**src/rtl/instr_sequencer.sv**
```systemverilog
// Multi-cycle instruction sequencer: owns the program counter, fetches each
// instruction over a valid handshake, holds it in IR and walks it through
// decode, register read, execute and write-back with one-hot phase strobes.
module instr_sequencer #(
    parameter int PC_W = 8,
    parameter int TMO  = 16
) (
    input  logic            clk,
    input  logic            reset,
    input  logic            exec,
    input  logic            step,
    input  logic            halt_req,
    output logic [PC_W-1:0] imem_addr,
    output logic            imem_rd,
    input  logic            imem_valid,
    input  logic [15:0]     imem_data,
    output logic [15:0]     ir,
    output logic            rd_stb,
    output logic            ex_stb,
    output logic            wb_stb,
    output logic            busy,
    output logic            halted,
    output logic            err,
    output logic [PC_W-1:0] pc,
    output logic [15:0]     icount
);

    localparam logic [2:0] S_IDLE   = 3'd0;
    localparam logic [2:0] S_FETCH  = 3'd1;
    localparam logic [2:0] S_WAIT   = 3'd2;
    localparam logic [2:0] S_DECODE = 3'd3;
    localparam logic [2:0] S_READ   = 3'd4;
    localparam logic [2:0] S_EXEC   = 3'd5;
    localparam logic [2:0] S_WB     = 3'd6;
    localparam logic [2:0] S_HALT   = 3'd7;

    localparam logic [15:0] HALT_WORD = 16'hFFFF;
    localparam logic [3:0]  JUMP_OP   = 4'hE;

    // The wait counter only needs to reach TMO-1: the last empty WAIT cycle
    // is recognised by value rather than by counting one past it.
    localparam int               CNT_W    = (TMO < 2) ? 1 : $clog2(TMO);
    localparam logic [CNT_W-1:0] CNT_LAST = CNT_W'(TMO - 1);

    logic [2:0]      state_q,    state_d;
    logic [PC_W-1:0] pc_q,       pc_d;
    logic [15:0]     ir_q,       ir_d;
    logic [15:0]     icount_q,   icount_d;
    logic            run_mode_q, run_mode_d;
    logic            err_q,      err_d;
    logic [CNT_W-1:0] wcnt_q,    wcnt_d;

    logic [15:0] icount_inc;
    logic        keep_running;

    // Retirement count saturates instead of wrapping.
    assign icount_inc   = (icount_q == 16'hFFFF) ? icount_q : icount_q + 16'd1;
    // After a retirement, continue only in free-run with no stop request.
    assign keep_running = run_mode_q && !halt_req;

    // Next-state, PC, IR and status computation.
    always_comb begin
        // NOTE: every _d takes its hold value first so no branch can leave it
        // unassigned and infer a latch.
        state_d    = state_q;
        pc_d       = pc_q;
        ir_d       = ir_q;
        icount_d   = icount_q;
        run_mode_d = run_mode_q;
        err_d      = err_q;
        wcnt_d     = wcnt_q;

        case (state_q)
            S_IDLE: begin
                if (exec) begin
                    state_d    = S_FETCH;
                    run_mode_d = 1'b1;
                end else if (step) begin
                    state_d    = S_FETCH;
                    run_mode_d = 1'b0;
                end
            end
            S_FETCH: begin
                wcnt_d  = '0;
                state_d = S_WAIT;
            end
            S_WAIT: begin
                if (imem_valid) begin
                    ir_d    = imem_data;
                    state_d = S_DECODE;
                end else if (wcnt_q == CNT_LAST) begin
                    err_d   = 1'b1;
                    state_d = S_HALT;
                end else begin
                    wcnt_d = wcnt_q + 1'b1;
                end
            end
            S_DECODE: begin
                if (ir_q == HALT_WORD) begin
                    state_d = S_HALT;
                end else if (ir_q[15:12] == JUMP_OP) begin
                    pc_d     = ir_q[PC_W-1:0];
                    icount_d = icount_inc;
                    state_d  = keep_running ? S_FETCH : S_IDLE;
                end else begin
                    state_d = S_READ;
                end
            end
            S_READ: state_d = S_EXEC;
            S_EXEC: state_d = S_WB;
            S_WB: begin
                pc_d     = pc_q + 1'b1;
                icount_d = icount_inc;
                state_d  = keep_running ? S_FETCH : S_IDLE;
            end
            S_HALT: begin
                if (exec) begin
                    pc_d       = '0;
                    err_d      = 1'b0;
                    run_mode_d = 1'b1;
                    state_d    = S_FETCH;
                end
            end
            default: state_d = S_IDLE;
        endcase
    end

    // State register with synchronous reset.
    always_ff @(posedge clk) begin
        // NOTE: sequential state uses non-blocking assignments so every flop
        // samples the pre-edge value of every other flop.
        if (reset) begin
            state_q    <= S_IDLE;
            pc_q       <= '0;
            ir_q       <= '0;
            icount_q   <= '0;
            run_mode_q <= 1'b0;
            err_q      <= 1'b0;
            wcnt_q     <= '0;
        end else begin
            state_q    <= state_d;
            pc_q       <= pc_d;
            ir_q       <= ir_d;
            icount_q   <= icount_d;
            run_mode_q <= run_mode_d;
            err_q      <= err_d;
            wcnt_q     <= wcnt_d;
        end
    end

    // Outputs decode only registered state, so no input reaches an output
    // combinationally and at most one strobe can be high.
    assign imem_addr = pc_q;
    assign imem_rd   = (state_q == S_FETCH);
    assign rd_stb    = (state_q == S_READ);
    assign ex_stb    = (state_q == S_EXEC);
    assign wb_stb    = (state_q == S_WB);
    assign busy      = (state_q != S_IDLE) && (state_q != S_HALT);
    assign halted    = (state_q == S_HALT);
    assign err       = err_q;
    assign pc        = pc_q;
    assign ir        = ir_q;
    assign icount    = icount_q;

endmodule
```
**config.mk**
```make
export PLATFORM = sky130hd
export DESIGN_NAME = instr_sequencer
export DESIGN_NICKNAME = d
export VERILOG_FILES = /design/src/rtl/instr_sequencer.sv
export SDC_FILE = /design/constraint.sdc
export NUM_CORES = 1
export LEC_CHECK = 0
export CORE_UTILIZATION = 43
export DETAILED_ROUTE_END_ITERATION = 6
export PLACE_DENSITY = 0.77
export SKIP_CTS_REPAIR_TIMING = 1
export SYNTH_ARGS = -nofsm -noshare
export SYNTH_HDL_FRONTEND = slang
export SYNTH_SLANG_ARGS = --single-unit
```
**constraint.sdc**
```tcl
create_clock -name clk -period 3.8 [get_ports clk]
set_input_delay 0.76 -clock clk [delete_from_list [all_inputs] [get_ports clk]]
set_output_delay 0.76 -clock clk [all_outputs]
set_load 0.01 [all_outputs]
```
==> impl_metrics.tcl, run 1 <==
set metrics [dict create \
    status "completed" \
    clock_path_buffers 2 \
    antenna_found_initial 0 \
    r2r_end "icount[11]" \
    antenna_left 0 \
    relSlewSlack_pct 36.19 \
    clock-sinks 49 \
    wl_um 6144 \
    num-fill-cells 500 \
    yosysSeqAreaShare_pct 39.42 \
    tightest_slew_ns 0.9571 \
    fin_skew_ns 0.01214 \
    path_class "reg2out" \
    hold-path-endpoint "err" \
    pre_cts_slack_ns 1.259 \
    min_from "err" \
    path_delay_family "buffers and inverters" \
    fin_crit_sh_pct 77.27 \
    crit_fanout 17 \
    power_mw 1.057 \
    fp.dieW_um 78.08 \
    nNetsFinal 398 \
    cp-end-kind "output pin" \
    slowest_delay_ns 0.68 \
    period_needed_ns 2.936 \
    gp_congestion 0.8278 \
    vias 2447 \
    dp.cells 438 \
    r2r_cells 5 \
    place_hpwl_um 4323 \
    synth_top_area_share_pct 39.42 \
    min_path_type "reg2reg" \
    synth_edf_count 0 \
    core-area_um2 5540 \
    peakVddDrop_mv 0.1750 \
    h-tree-depth 2 \
    r2r_slack_ns 1.41 \
    avgViaCountPerCell 5.487 \
    finalHoldViolations 0 \
    timing.rr.start "state_q[1]" \
    yosysUniqueCellTypes 50 \
    num_rows 27 \
    first_pass_iters 5 \
    grt_max_degree 53 \
    synth_fp_nets 341 \
    critPathSlowestCell "dfxtp_1" \
    synthArstFlopShare_pct 0 \
    final_cells 446 \
    final_area_um2 3297 \
    cts_tree "yes" \
    synth-seq-cells 49 \
    netlist_area_um2 2489 \
    grt_pass1_wl_um 9887 \
    cp_num_buf_inv 2 \
    leakage_nw 1.063 \
    portBuffers 76 \
    grt_overflow 0 \
    cts-root-buf "clkbuf_8" \
    grt_usage_pct 20.25 \
    required_ns 3.04 \
    ys.flop_type "dfxtp_1" \
    syn_avg_cell_area_um2 7.875 \
    synth_top_cell_by_area "dfxtp_1" \
    path_cells "nand3b_1 > clkinv_1 > clkdlybuf4s50_1" \
    wl_per_cell_um 13.78 \
    synthTopCellsByArea "dfxtp_1, nand2_1, a21oi_1, nor2_1, buf_4" \
    worstPathArrival_ns 2.18 \
    syn_to_final_growth_pct 32.48 \
    die_area_um2 6096 \
    cp-start-kind "flop" \
    max_freq_mhz 340.6 \
    whs_path_depth 2 \
    dpl_cell_area_um2 3182 \
    die_h_um 78.08 \
    grt_pass1_vias 2117 \
    io_pins 77 \
    power_density_nw_per_um2 320.6 \
    first_iter_violations 246 \
    finalSetupViolations 0 \
    clk-insertion-delay-late_ns 0.31 \
    drc_errors 0 \
    diodes 0 \
    fin_ws_ns 0.8638 \
    start_util_pct 44.92 \
    clk_pin_slew_worst_paths_ns 0.10 \
    cts_buffers 5 \
    drv_slew 0 \
    yosysWarnings 0 \
    cap_violations 0 \
    grt_setup_unrepaired "no" \
    worst-path-stages 3 \
    finalSetupTns_ns 0 \
    layout-drive-gt1-share_pct 3.743 \
    syn_inst 316 \
]
[per-layer routing]
| metal | vias up | global-route usage [%] | wire length (um) |
|---|---|---|---|
| met5 | - | 0 | 0 |
| met1 | 1118 | 27.60 | 2996 |
| met4 | 0 | 5.926 | 83 |
| met3 | 9 | 3.605 | 306 |
| li1 | 1242 | - | - |
| met2 | 78 | 32.63 | 2758 |
[worst max-delay path by stage]
| stage | from | end | slack (ns) |
|---|---|---|---|
| 2_1_floorplan | state_q[2] | busy | 1.82 |
| 3_3_place_gp | state_q[0] | imem_rd | 1.30 |
| 3_5_place_dp | state_q[0] | imem_rd | 1.26 |
| 4_1_cts | state_q[0] | wb_stb | 0.90 |
| 5_1_grt | state_q[0] | wb_stb | 0.74 |
| 6_report | state_q[1] | wb_stb | 0.86 |
[per-stage QoR]
step | util (%) | hold slack [ns]
2_1_floorplan | - | 0.4805
3_3_place_gp | 57.43 | 0.4451
3_5_place_dp | 57.43 | 0.4540
4_1_cts | 59.51 | 0.4669
5_1_grt | 59.51 | 0.4914
6_report | 59.51 | 0.4619
[kinds of logic (layout without fill, tap and decap cells)]
logic type      Yosys count  in the layout  share of synthesized area, %
compound gates           68             68                         17.65
mux                       3              3                         1.307
simple gates            152            152                         29.92
fa+ha+maj                 3              3                         1.508
xor+xnor                  9              9                         3.168
buf+inv                  32             90                         7.038
flops                    49             49                         39.42
[Yosys cell counts, drive strengths merged, types with 2 or more instances]
cell type and number:
and3 7, and4 2, nor2 27, clkbuf 12
a31oi 3, nand3b 3, a221oi 5, inv 5
nand4 12, nor2b 4, nor4b 2, o41ai 3
o21ai 10, or3 2, nor3 11, nor4 3
xor2 2, a41oi 2, buf 14, nand2b 3
a211oi 3, dfxtp 49, ha 3, nand2 56
a21oi 31, xnor2 7, and2 4, nand3 11
nor3b 4, mux2 2
[placed cells by master (no fill, tap or decap), types with 3 or more instances in the layout]
cell / instances
nor2b_1: 4
nand2_1: 55
ha_1: 3
and3_1: 7
clkbuf_8: 5
nor2_1: 27
o41ai_1: 3
o21ai_0: 10
nor3_1: 10
a31oi_1: 3
a21oi_1: 31
nand2b_1: 3
inv_1: 5
xnor2_1: 7
nand3_1: 11
nand4_1: 12
and2_1: 3
nand3b_1: 3
clkdlybuf4s50_1: 75
dfxtp_1: 49
nor4_1: 3
a221oi_1: 5
nor3b_1: 4
[power by group]
group | leakage [nW] | internal (mW) | switching, mW | total, mW
sequential | 0.396 | 0.526 | 0.0254 | 0.551
combinational | 0.613 | 0.0652 | 0.0615 | 0.127
clock | 0.0543 | 0.197 | 0.182 | 0.379
total | 1.06 | 0.788 | 0.269 | 1.06
[sequential cells by signal, summed over array words and instances, names as in the netlist]
register / count
icount: 16
ir: 16
imem_addr: 8
wcnt_q: 4
state_q: 3
err: 1
run_mode_q: 1
[layout make-up]
cell class	count	area (um2)	area share [%]
Sequential cell	49	980.9	29.75
Clock inverter	3	46.29	1.404
Tap cell	72	90.09	2.732
Clock buffer	5	68.82	2.087
Timing Repair Buffer	76	755.7	22.92
Inverter	6	22.52	0.6831
Multi-Input combinational cell	235	1333	40.42
[worst min-delay path, delay by kind of cell, from the launching register on]
kind | cells | cell delay (ns)
compound gates | 1 | 0.05
flops | 1 | 0.32
simple gates | 1 | 0.05
(Power assumes the default switching activity.)
==> inputs of run 2 (changes only) <==
==> constraint.sdc (replaced) <==
create_clock -name clk -period 3.1 [get_ports clk]
set_input_delay 0.62 -clock clk [delete_from_list [all_inputs] [get_ports clk]]
set_output_delay 0.62 -clock clk [all_outputs]
set_load 0.01 [all_outputs]
==> run 2 against run 1 <==
Effect of this change: cell count rose by 0.22%; non-clock buffer count is 1 higher; total power up 16%; largest cell class unchanged; sequential share of layout area up 0.12 points; global-route usage rose by 0.13 points; critical path type unchanged.
==> impl_metrics.tcl, run 2 (synthesis gave the netlist of run 1 again) <==
set metrics [dict create \
    tightest_slew_ns 0.6535 \
    r2r_cells 5 \
    cp-end-kind "output pin" \
    swShare_pct 27.59 \
    drv_slew 0 \
    layout-drive-gt1-share_pct 4.000 \
    place_hpwl_um 4548 \
    grt_overflow 0 \
    die_h_um 78.08 \
    p_clk_share_pct 32.2 \
    wl_um 6300 \
    r2r_slack_ns 0.77 \
    grt_usage_pct 20.39 \
    clock-sinks 49 \
    layout_commonest_cell "clkdlybuf4s50_1" \
    worstPathArrival_ns 2.16 \
    path_class "reg2out" \
    endpoint "imem_rd" \
    first_iter_violations 219 \
    grt_max_degree 32 \
    power_density_nw_per_um2 373.7 \
    finalSetupTns_ns 0 \
    fin_skew_ns 0.01300 \
    die_area_um2 6096 \
    cap_violations 0 \
    gp_congestion 0.8443 \
    power.internal_mw 0.8885 \
    crit_fanout 18 \
    core-area_um2 5540 \
    num-fill-cells 517 \
    grt_pass1_wl_um 10020 \
    vias 2497 \
    leakage_nw 1.059 \
    p_seq_share_pct 55.1 \
    status "completed" \
    pre_cts_slack_ns 0.6585 \
    peakVddDrop_mv 0.2662 \
    combPwrFrac_pct 12.7 \
    finalHoldViolations 0 \
    period_needed_ns 2.783 \
    timing.rr.start "state_q[0]" \
    drc_errors 0 \
    io_pins 77 \
    cp-startpoint "state_q[0]" \
    first_pass_iters 5 \
    portBuffers 76 \
    nNetsFinal 399 \
    num_rows 27 \
    cts-root-buf "clkbuf_8" \
    syn_to_final_growth_pct 31.93 \
    clock_path_buffers 2 \
    cts_buffers 5 \
    start_util_pct 44.92 \
    fp.dieW_um 78.08 \
    diodes 0 \
    clk-insertion-delay-late_ns 0.31 \
    cts_tree "yes" \
    wl_per_cell_um 14.09 \
    finalSetupViolations 0 \
    antenna_left 0 \
    fin_ws_ns 0.3174 \
    required_ns 2.48 \
    final_cell_mix "clkdlybuf4s50_1, nand2_1, dfxtp_1, a21oi_1, nor2_1" \
    switching_power_mw 0.3385 \
    max_freq_mhz 359.4 \
    fin_crit_sh_pct 89.76 \
    min_path_type "reg2reg" \
    h-tree-depth 2 \
    relSlewSlack_pct 56.43 \
    cp-start-kind "flop" \
    r2r_end "icount[11]" \
    grt_pass1_vias 2110 \
    avgViaCountPerCell 5.586 \
    antenna_found_initial 0 \
    clk_pin_slew_worst_paths_ns 0.10 \
    grt_setup_unrepaired "no" \
]
-- run 2: cell count changes in the layout (fill, tap and decap cells not counted) --
cell | previous run | this run
buf_4 | 0 | 1
bufinv_16 | 1 | 0
inv_6 | 0 | 1
-- run 2: per-stage QoR --
| step | power (mW) | hold WS [ns] | cells | util, % | instance area (um2) |
|---|---|---|---|---|---|
| after floorplan | 0.7735 | 0.4805 | 316 | - | 2489 |
| after global placement | 0.8424 | 0.4472 | 439 | 57.57 | 3189 |
| after detailed placement | 0.8451 | 0.4518 | 439 | 57.57 | 3189 |
| after CTS | 1.234 | 0.4660 | 447 | 59.26 | 3283 |
| after global routing | 1.278 | 0.4896 | 447 | 59.26 | 3283 |
| final | 1.227 | 0.4629 | 447 | 59.26 | 3283 |
-- run 2: worst min path at each step --
stage                     cells past startpoint   to  from  slack, ns
final                                         2  err   err       0.46
after detailed placement                      2  err   err       0.45
after floorplan                               2  err   err       0.48
after CTS                                     2  err   err       0.47
after global routing                          2  err   err       0.49
after global placement                        2  err   err       0.45
-- run 2: per-layer routing --
metal / track usage, % / wire length, um / vias to the layer above
met5: 0 / 0 / -
met4: 7.222 / 75 / 0
met3: 2.558 / 262 / 8
met2: 32.19 / 2938 / 67
met1: 28.51 / 3024 / 1181
li1: - / - / 1241
-- run 2: area by class of cell --
type / count / area, um2 / area share, %
inverters: 6 / 22.52 / 0.6860
flip-flops and latches: 49 / 980.9 / 29.88
multi-input cells: 235 / 1333 / 40.59
well taps: 72 / 90.09 / 2.744
repair buffers: 77 / 763.2 / 23.25
clock inverters: 3 / 25.02 / 0.7622
clock buffers: 5 / 68.82 / 2.096
-- run 2: worst max-delay path, cell delays in order, from the launching register on --
cell,delay [ns]
dfxtp_1,0.67
nor3b_1,0.54
clkdlybuf4s50_1,0.64
-- run 2: power groups by stage --
stage               Sequential [mW]  Clock (mW)  Combinational, mW
floorplan                     0.674           0             0.0997
finish                        0.676       0.395              0.156
global placement              0.688           0              0.154
global route                  0.679       0.429              0.170
CTS                           0.675       0.403              0.157
detailed placement            0.689           0              0.156
